$ cat config.mk
export PLATFORM = sky130hd
export DESIGN_NAME = ifetch_ctrl
export DESIGN_NICKNAME = d
export VERILOG_FILES = /design/src/rtl/ifetch_ctrl.sv
export SDC_FILE = /design/constraint.sdc
export NUM_CORES = 1
export LEC_CHECK = 0
export CAP_MARGIN = 40
export CORE_AREA = 2 2 127 129
export DETAILED_ROUTE_END_ITERATION = 16
export DIE_AREA = 0 0 129 131
export HOLD_SLACK_MARGIN = 0.15
export PLACE_DENSITY = 0.81
export SLEW_MARGIN = 25
export SYNTH_ARGS = -nofsm -noshare
export SYNTH_HDL_FRONTEND = slang
export SYNTH_SLANG_ARGS = --single-unit
$ cat constraint.sdc
create_clock -name clk -period 3.6 [get_ports clk]
set_input_delay 0.36 -clock clk [delete_from_list [all_inputs] [get_ports clk]]
set_output_delay 0.36 -clock clk [all_outputs]
set_load 0.02 [all_outputs]
$ cat src/rtl/ifetch_ctrl.sv
// Instruction-fetch sequencer: owns the fetch PC, reads the combinational
// instruction memory and buffers {pc, inst} pairs for decode.
module ifetch_ctrl #(
   parameter logic [31:0] RESET_PC  = 32'h0000_0000,
   parameter int          DEPTH     = 2,
   parameter int          MEM_WORDS = 256
) (
   input  logic        clk,
   input  logic        reset,
   output logic [31:0] imem_pc,
   input  logic [31:0] imem_inst,
   input  logic        redirect_valid,
   input  logic [31:0] redirect_pc,
   output logic        if_valid,
   input  logic        if_ready,
   output logic [31:0] if_pc,
   output logic [31:0] if_inst,
   output logic        halted,
   output logic        fault
);

   localparam int PW = (DEPTH > 1) ? $clog2(DEPTH) : 1;
   localparam int CW = PW + 1;

   typedef enum logic [1:0] {RUN, HALT, FAULT} state_e;

   state_e          state_q;
   logic            halted_q;
   logic            fault_q;
   logic [31:0]     fetch_pc_q, fetch_pc_d;
   logic [CW-1:0]   count_q, count_d;
   logic [PW-1:0]   rd_ptr_q, rd_ptr_d;
   logic [PW-1:0]   wr_ptr_q, wr_ptr_d;
   logic [31:0]     buf_pc_q   [DEPTH];
   logic [31:0]     buf_inst_q [DEPTH];

   logic pop;
   logic push_ok;
   logic pc_bad;
   logic redirect;
   logic push;
   logic flush;

   always_comb begin
      pop      = (count_q != '0) & if_ready;
      push_ok  = (count_q < CW'(DEPTH)) | pop;
      pc_bad   = (fetch_pc_q[1:0] != 2'b00) | (fetch_pc_q[31:2] >= 30'(MEM_WORDS));
      // A faulted fetcher ignores redirects; only reset brings it back.
      redirect = redirect_valid & (state_q != FAULT);
      push     = (state_q == RUN) & ~redirect & ~pc_bad & (imem_inst != 32'h0) & push_ok;
      flush    = redirect | ((state_q == RUN) & pc_bad);
   end

   always_comb begin
      // NOTE: every signal written here gets a default first, so no latch is inferred.
      fetch_pc_d = fetch_pc_q;
      if (redirect) begin
         fetch_pc_d = redirect_pc;
      end else if (push) begin
         fetch_pc_d = fetch_pc_q + 32'd4;
      end
      count_d  = flush ? '0 : count_q + CW'(push) - CW'(pop);
      rd_ptr_d = flush ? '0 : rd_ptr_q + PW'(pop);
      wr_ptr_d = flush ? '0 : wr_ptr_q + PW'(push);
   end

   // NOTE: state registers use non-blocking assignments so every flop samples pre-edge values.
   always_ff @(posedge clk or posedge reset) begin
      if (reset) begin
         state_q  <= RUN;
         halted_q <= 1'b0;
         fault_q  <= 1'b0;
      end else if (redirect) begin
         state_q  <= RUN;
         halted_q <= 1'b0;
      end else begin
         unique case (state_q)
            RUN: begin
               if (pc_bad) begin
                  state_q <= FAULT;
                  fault_q <= 1'b1;
               end else if (imem_inst == 32'h0) begin
                  state_q  <= HALT;
                  halted_q <= 1'b1;
               end
            end
            HALT:    state_q <= HALT;
            FAULT:   state_q <= FAULT;
            default: state_q <= FAULT;
         endcase
      end
   end

   always_ff @(posedge clk or posedge reset) begin
      if (reset) begin
         fetch_pc_q <= RESET_PC;
         count_q    <= '0;
         rd_ptr_q   <= '0;
         wr_ptr_q   <= '0;
      end else begin
         fetch_pc_q <= fetch_pc_d;
         count_q    <= count_d;
         rd_ptr_q   <= rd_ptr_d;
         wr_ptr_q   <= wr_ptr_d;
      end
   end

   // NOTE: buffer storage is not reset; count_q qualifies every entry and the outputs are gated.
   always_ff @(posedge clk) begin
      if (push) begin
         buf_pc_q[wr_ptr_q]   <= fetch_pc_q;
         buf_inst_q[wr_ptr_q] <= imem_inst;
      end
   end

   assign imem_pc  = fetch_pc_q;
   assign if_valid = (count_q != '0);
   assign if_pc    = if_valid ? buf_pc_q[rd_ptr_q]   : 32'h0;
   assign if_inst  = if_valid ? buf_inst_q[rd_ptr_q] : 32'h0;
   assign halted   = halted_q;
   assign fault    = fault_q;

endmodule

Word-level counts from Yosys, hierarchy flattened
Memories as Yosys holds them, arrays and structs flattened.
Index checks and enable logic that the tools add are counted.
Operators by class
  equal/unequal tests: 4
  multiplexer cells: 17
  add/sub/neg operators: 5
  bitwise logic cells: 12
  order comparisons: 2
  reductions and logical operators: 10
Operators by type and width (count)
  $mux 32: 4
  $add 32x3->32 const B: 1
  $logic_not 32->1: 1
  $reduce_bool 32->1: 1
  $ge 30x9->1 const B: 1
  $reduce_bool 2->1: 5
  $mux 1: 8
  $mux 2: 4
  $and 1x1->1: 7
  $reduce_and 3->1: 2
  $ne 4x3->1 const B: 1
  $pmux 2 s2: 1
  $or 1x1->1: 3
  $add 1x1->1: 2
  $add 2x1->2: 1
  $eq 2x1->1 const B: 1
  $logic_not 2->1: 1
  $lt 2x2->1 const B: 1
  $ne 2x1->1 const B: 1
  $ne 2x2->1 const B: 1
  $not 1->1: 2
  $sub 2x1->2: 1
Storage, ports and cells
  logic and storage cells: 59
  memories kept: 2
  memory bits (writable): 128
  bits in registers: 40
  output and inout port bits: 99
  input bits: 68
Memory list
  buf_inst_q: words 2, bits a word 32, rd ports 1, clocked after Yosys merged registers in 0, wr ports 1, line 35  | logic [31:0] buf_inst_q [DEPTH];
  buf_pc_q: words 2, bits a word 32, rd ports 1, clocked after Yosys merged registers in 0, wr ports 1, line 34  | logic [31:0] buf_pc_q [DEPTH];

Depth between registers and ports, before layout
  depth after elaboration: 10
  depth in mapped cells: 10
  depth with buffers taken out: 9

Worst setup path before layout
No wires, ideal clock.
  path type: register to register
  start: register fetch_pc_q[21] (netlist: imem_pc[21])
  end: memory buf_inst_q[1][0] (enable)
  setup slack: -0.002 ns
  clock period less this slack: 3.602 ns
  library setup time: 0.429 ns
  arrival: 3.173 ns
  path buffers: 1
  required time: 3.171 ns
  stages on the path, launching flop included: 7
  cells stage by stage: dfrtp_1 > or4_4 > nor2_4 > o2111ai_4 > clkbuf_1 > inv_1 > ha_1
On the way
  cells in the longest elaborated chain, start to end: 8
RTL lines
  from (decl): line 30  | logic [31:0] fetch_pc_q, fetch_pc_d;
  from (signal assigned): line 101  | fetch_pc_q <= fetch_pc_d;
  $ge 30x9->1: line 47  | pc_bad = (fetch_pc_q[1:0] != 2'b00) | (fetch_pc_q[31:2] >= 30'(MEM_WORDS));
  $or 1x1->1: line 47
  $not 1->1: line 50  | push = (state_q == RUN) & ~redirect & ~pc_bad & (imem_inst != 32'h0) & push_ok;
  $and 1x1->1 (3 in a row): line 50
  $mux 1: line 110  | if (push) begin
  $mux 1 (not written as such): line 112  | buf_inst_q[wr_ptr_q] <= imem_inst;
  to (decl): line 35
Every way passes these cells.

Final worst setup path
  start: register fetch_pc_q[31] (netlist: imem_pc[31])
  end: memory buf_inst_q[1][13] (enable)
The elaborated chain is that of the path after synthesis.

==> results.sh <==
export IMPL_status="finished clean"
export IMPL_antenna_left=0
export IMPL_sw_frac_of_total_pct=19.63
export IMPL_crit_fanout=38
export IMPL_grt_pass1_vias=4565
export IMPL_crit_chain="nor4_1 > and4_1 > o2111ai_4 > inv_1 > ha_4 > buf_12"
export IMPL_antenna_found_initial=0
export IMPL_grt_max_degree=46
export IMPL_final_common_cell="clkdlybuf4s50_1"
export IMPL_relSlewSlack_pct=53.89
export IMPL_synthAdderAreaFrac_pct=1.118
export IMPL_drive_gt1_share_pct=6.973
export IMPL_synthCells=489
export IMPL_start_kind="flip-flop"
export IMPL_rsz0062_at_grt="no"
export IMPL_switchingPower_mw=0.7957
export IMPL_power_frac_comb_pct=4.4
export IMPL_dieArea_sq_um=16900
export IMPL_rows=46
export IMPL_synth_seq_area_share_pct=72.17
export IMPL_avgSynthCellArea_sq_um=13.73
export IMPL_hp_class="input pin to async pin"
export IMPL_max_stage_delay_ns=0.45
export IMPL_vias=4471
export IMPL_synthesis_nets=563
export IMPL_synth_flop_cell="edfxtp_1"
export IMPL_grt_total_usage_pct=18.16
export IMPL_clockRootBuffer="clkbuf_16"
export IMPL_fin_nets=735
export IMPL_irDropWorstVdd_uv=316.4
export IMPL_worst_ep_arrival_time_ns=3.00
export IMPL_core_area_sq_um=15600
export IMPL_fin_area_sq_um=9276
export IMPL_p_seq_share_pct=52.4
export IMPL_cp_data_required_time_ns=3.71
export IMPL_maxSlewViolCount=0
export IMPL_drt_vias_per_instance=5.024
export IMPL_setup_viol=0
export IMPL_area_growth_pct=38.19
export IMPL_cts_buffers=17
export IMPL_synth_async_sr_flop_share_pct=23.81
export IMPL_skew_ns=0.008071
export IMPL_grt_overflow_total=0
export IMPL_synth_simple_area_share_pct=11.89
export IMPL_end_kind="flip-flop"
export IMPL_final_cell_mix="clkdlybuf4s50_1 (166), edfxtp_1 (128), nor2_1 (78), nand2_1 (74), mux2i_1 (66)"
export IMPL_die_x_microns=129
export IMPL_yosys_top_cells_area="edfxtp_1 (57%), dfrtp_1 (15%), mux2i_1 (9.8%)"
export IMPL_drc_errors=0
export IMPL_gp_congestion=0.7964
export IMPL_slowest_stage="ha_4"
export IMPL_finalCritPeriodShare_pct=80.27
export IMPL_ys_types=34
export IMPL_clock_sinks=168
export IMPL_post_place_ws_ns=0.3148
export IMPL_postCtsSetupBuffers=0
export IMPL_leakage_nw=3.288
export IMPL_synth_top_family_by_area="simple AND/OR/NAND/NOR gates"
export IMPL_io_pins=167
export IMPL_max_freq_ghz=0.3460
export IMPL_port_buffers=166
export IMPL_power_mw=4.055
export IMPL_max_cap_viol_count=0
export IMPL_p_int_mw=3.259
export IMPL_post_cts_resized=0
export IMPL_cts_max_path_buffers=2
export IMPL_ys_warn_count=0
export IMPL_drtIter0Drc=168
export IMPL_cts_max_level=4
export IMPL_timing_final_ws_setup_ns=0.7102
export IMPL_grt_pass1_wl_mm=22.85
export IMPL_tightestPinTransition_ns=0.6877
export IMPL_synth_top_area_cell="edfxtp_1"
export IMPL_fin_crit_ns=2.890
export IMPL_start_util_pct=43.04
export IMPL_synth_compound_area_share_pct=2.684
export IMPL_path_class="flip-flop to flip-flop"
export IMPL_cts_tree="built"
export IMPL_dp_hpwl_mm=10.40
export IMPL_synth_xor_xnor_area_share_pct=0.3914
export IMPL_clock_latency_ns=0.42
export IMPL_p_per_area_nw_per_um2=437.1
export IMPL_cts_clk_slew_worst_paths_ns=0.06
export IMPL_critPathTopFamily="simple AND/OR/NAND/NOR gates"
export IMPL_wl_mm=15.20
export IMPL_synth_top_area_share_pct=57.26
export IMPL_cts_hold_buf=0
export IMPL_p_clk_share_pct=43.2
export IMPL_die_h_microns=131
export IMPL_synth_seq_cells=168
export IMPL_synth_mux_area_share_pct=9.842
export IMPL_antennaDiodeCount=0
export IMPL_crit_buf_inv=2
export IMPL_wl_per_cell_microns=17.08
export IMPL_synth_edff_count=128
export IMPL_fillerInstances=1230
export IMPL_synth_area_sq_um=6713
export IMPL_detail_route_first_pass_iterations=4
export IMPL_placed_area_sq_um=8707
export IMPL_hold_viol=0
==> metrics by stage <==
step	util [%]	TNS, ns	hold slack (ns)	cells
2_1_floorplan	-	-0.2701	0.4308	489
3_3_place_gp	55.57	0	0.4634	856
3_5_place_dp	55.82	0	0.4931	858
4_1_cts	59.47	0	0.3890	890
5_1_grt	59.47	0	0.4274	890
6_report	59.47	0	0.3821	890
==> synth_stat cells (3+ instances only) <==
library cell  count
edfxtp_1        128
mux2i_1          66
nor2_1           79
buf_1             8
inv_1            13
dfrtp_1          40
a31oi_1           6
o21ai_0           7
or3_1             6
nor4_1           12
nand3_1           5
nand2_1          74
clkbuf_1         13
ha_1              6
o31ai_1           3
==> tightest hold or removal path, cell delays in order <==
cell and delay [ns]:
clkdlybuf4s50_1 0.41, clkinv_1 0.05, buf_4 0.44
==> final timing paths <==
kind	cells past startpoint	startpoint	endpoint	slack, ns
max	6	imem_pc[31]$_DFFE_PP0P_	buf_inst_q[1][13]$_DFFE_PP_	0.71
min	3	reset	imem_pc[14]$_DFFE_PP0P_	0.38
max reg2reg	6	imem_pc[31]$_DFFE_PP0P_	buf_inst_q[1][13]$_DFFE_PP_	0.71
min reg2reg	1	fault$_DFFE_PP0P_	fault$_DFFE_PP0P_	0.50
max in group asynchronous	3	reset	rd_ptr_q$_DFF_PP0_	2.81
min in group clk	3	redirect_pc[26]	imem_pc[26]$_DFFE_PP0P_	0.47
==> cell families (layout without fill, tap and decap cells) <==
group / count (synthesis) / in the layout
and+or+nand+nor: 187 / 187
DFF: 168 / 168
muxes: 66 / 66
buffers and inverters: 34 / 219
AOI/OAI and AO/OA: 25 / 25
adders and majority gates: 6 / 6
xor gates and xnor gates: 3 / 3
==> power by group through the flow <==
stage,Sequential [mW],Clock [mW],Combinational (mW)
after floorplan,2.18,0,0.0292
after global placement,2.16,0,0.173
after detailed placement,2.16,0,0.179
after CTS,2.13,1.78,0.180
after global routing,2.13,1.86,0.189
final,2.12,1.75,0.179
==> flip-flops by register name, indices dropped and copies added, names as in the netlist <==
register / cells
buf_inst_q: 64
fault: 1
count_q: 2
wr_ptr_q: 1
state_q: 2
buf_pc_q: 64
rd_ptr_q: 1
halted: 1
imem_pc: 32
==> metal layers <==
layer | wire length, microns | part of all wire, % | track usage, % | vias up
li1 | - | - | - | 2094
met1 | 6355 | 42 | 22.07 | 2175
met2 | 7480 | 49 | 30.41 | 174
met3 | 1027 | 6.8 | 5.497 | 28
met4 | 336 | 2.2 | 7.673 | 0
met5 | 0 | 0 | 0 | -
==> final cells by class <==
type	count	area [sq um]	share of cell area, %
Sequential cell	168	4848	52.27
Multi-Input combinational cell	287	1780	19.19
Clock inverter	8	97.59	1.052
Inverter	13	48.80	0.5260
Tap cell	216	270.3	2.913
Timing Repair Buffer	174	1759	18.96
Clock buffer	24	471.7	5.085
Power figures use the tool's default switching activity.
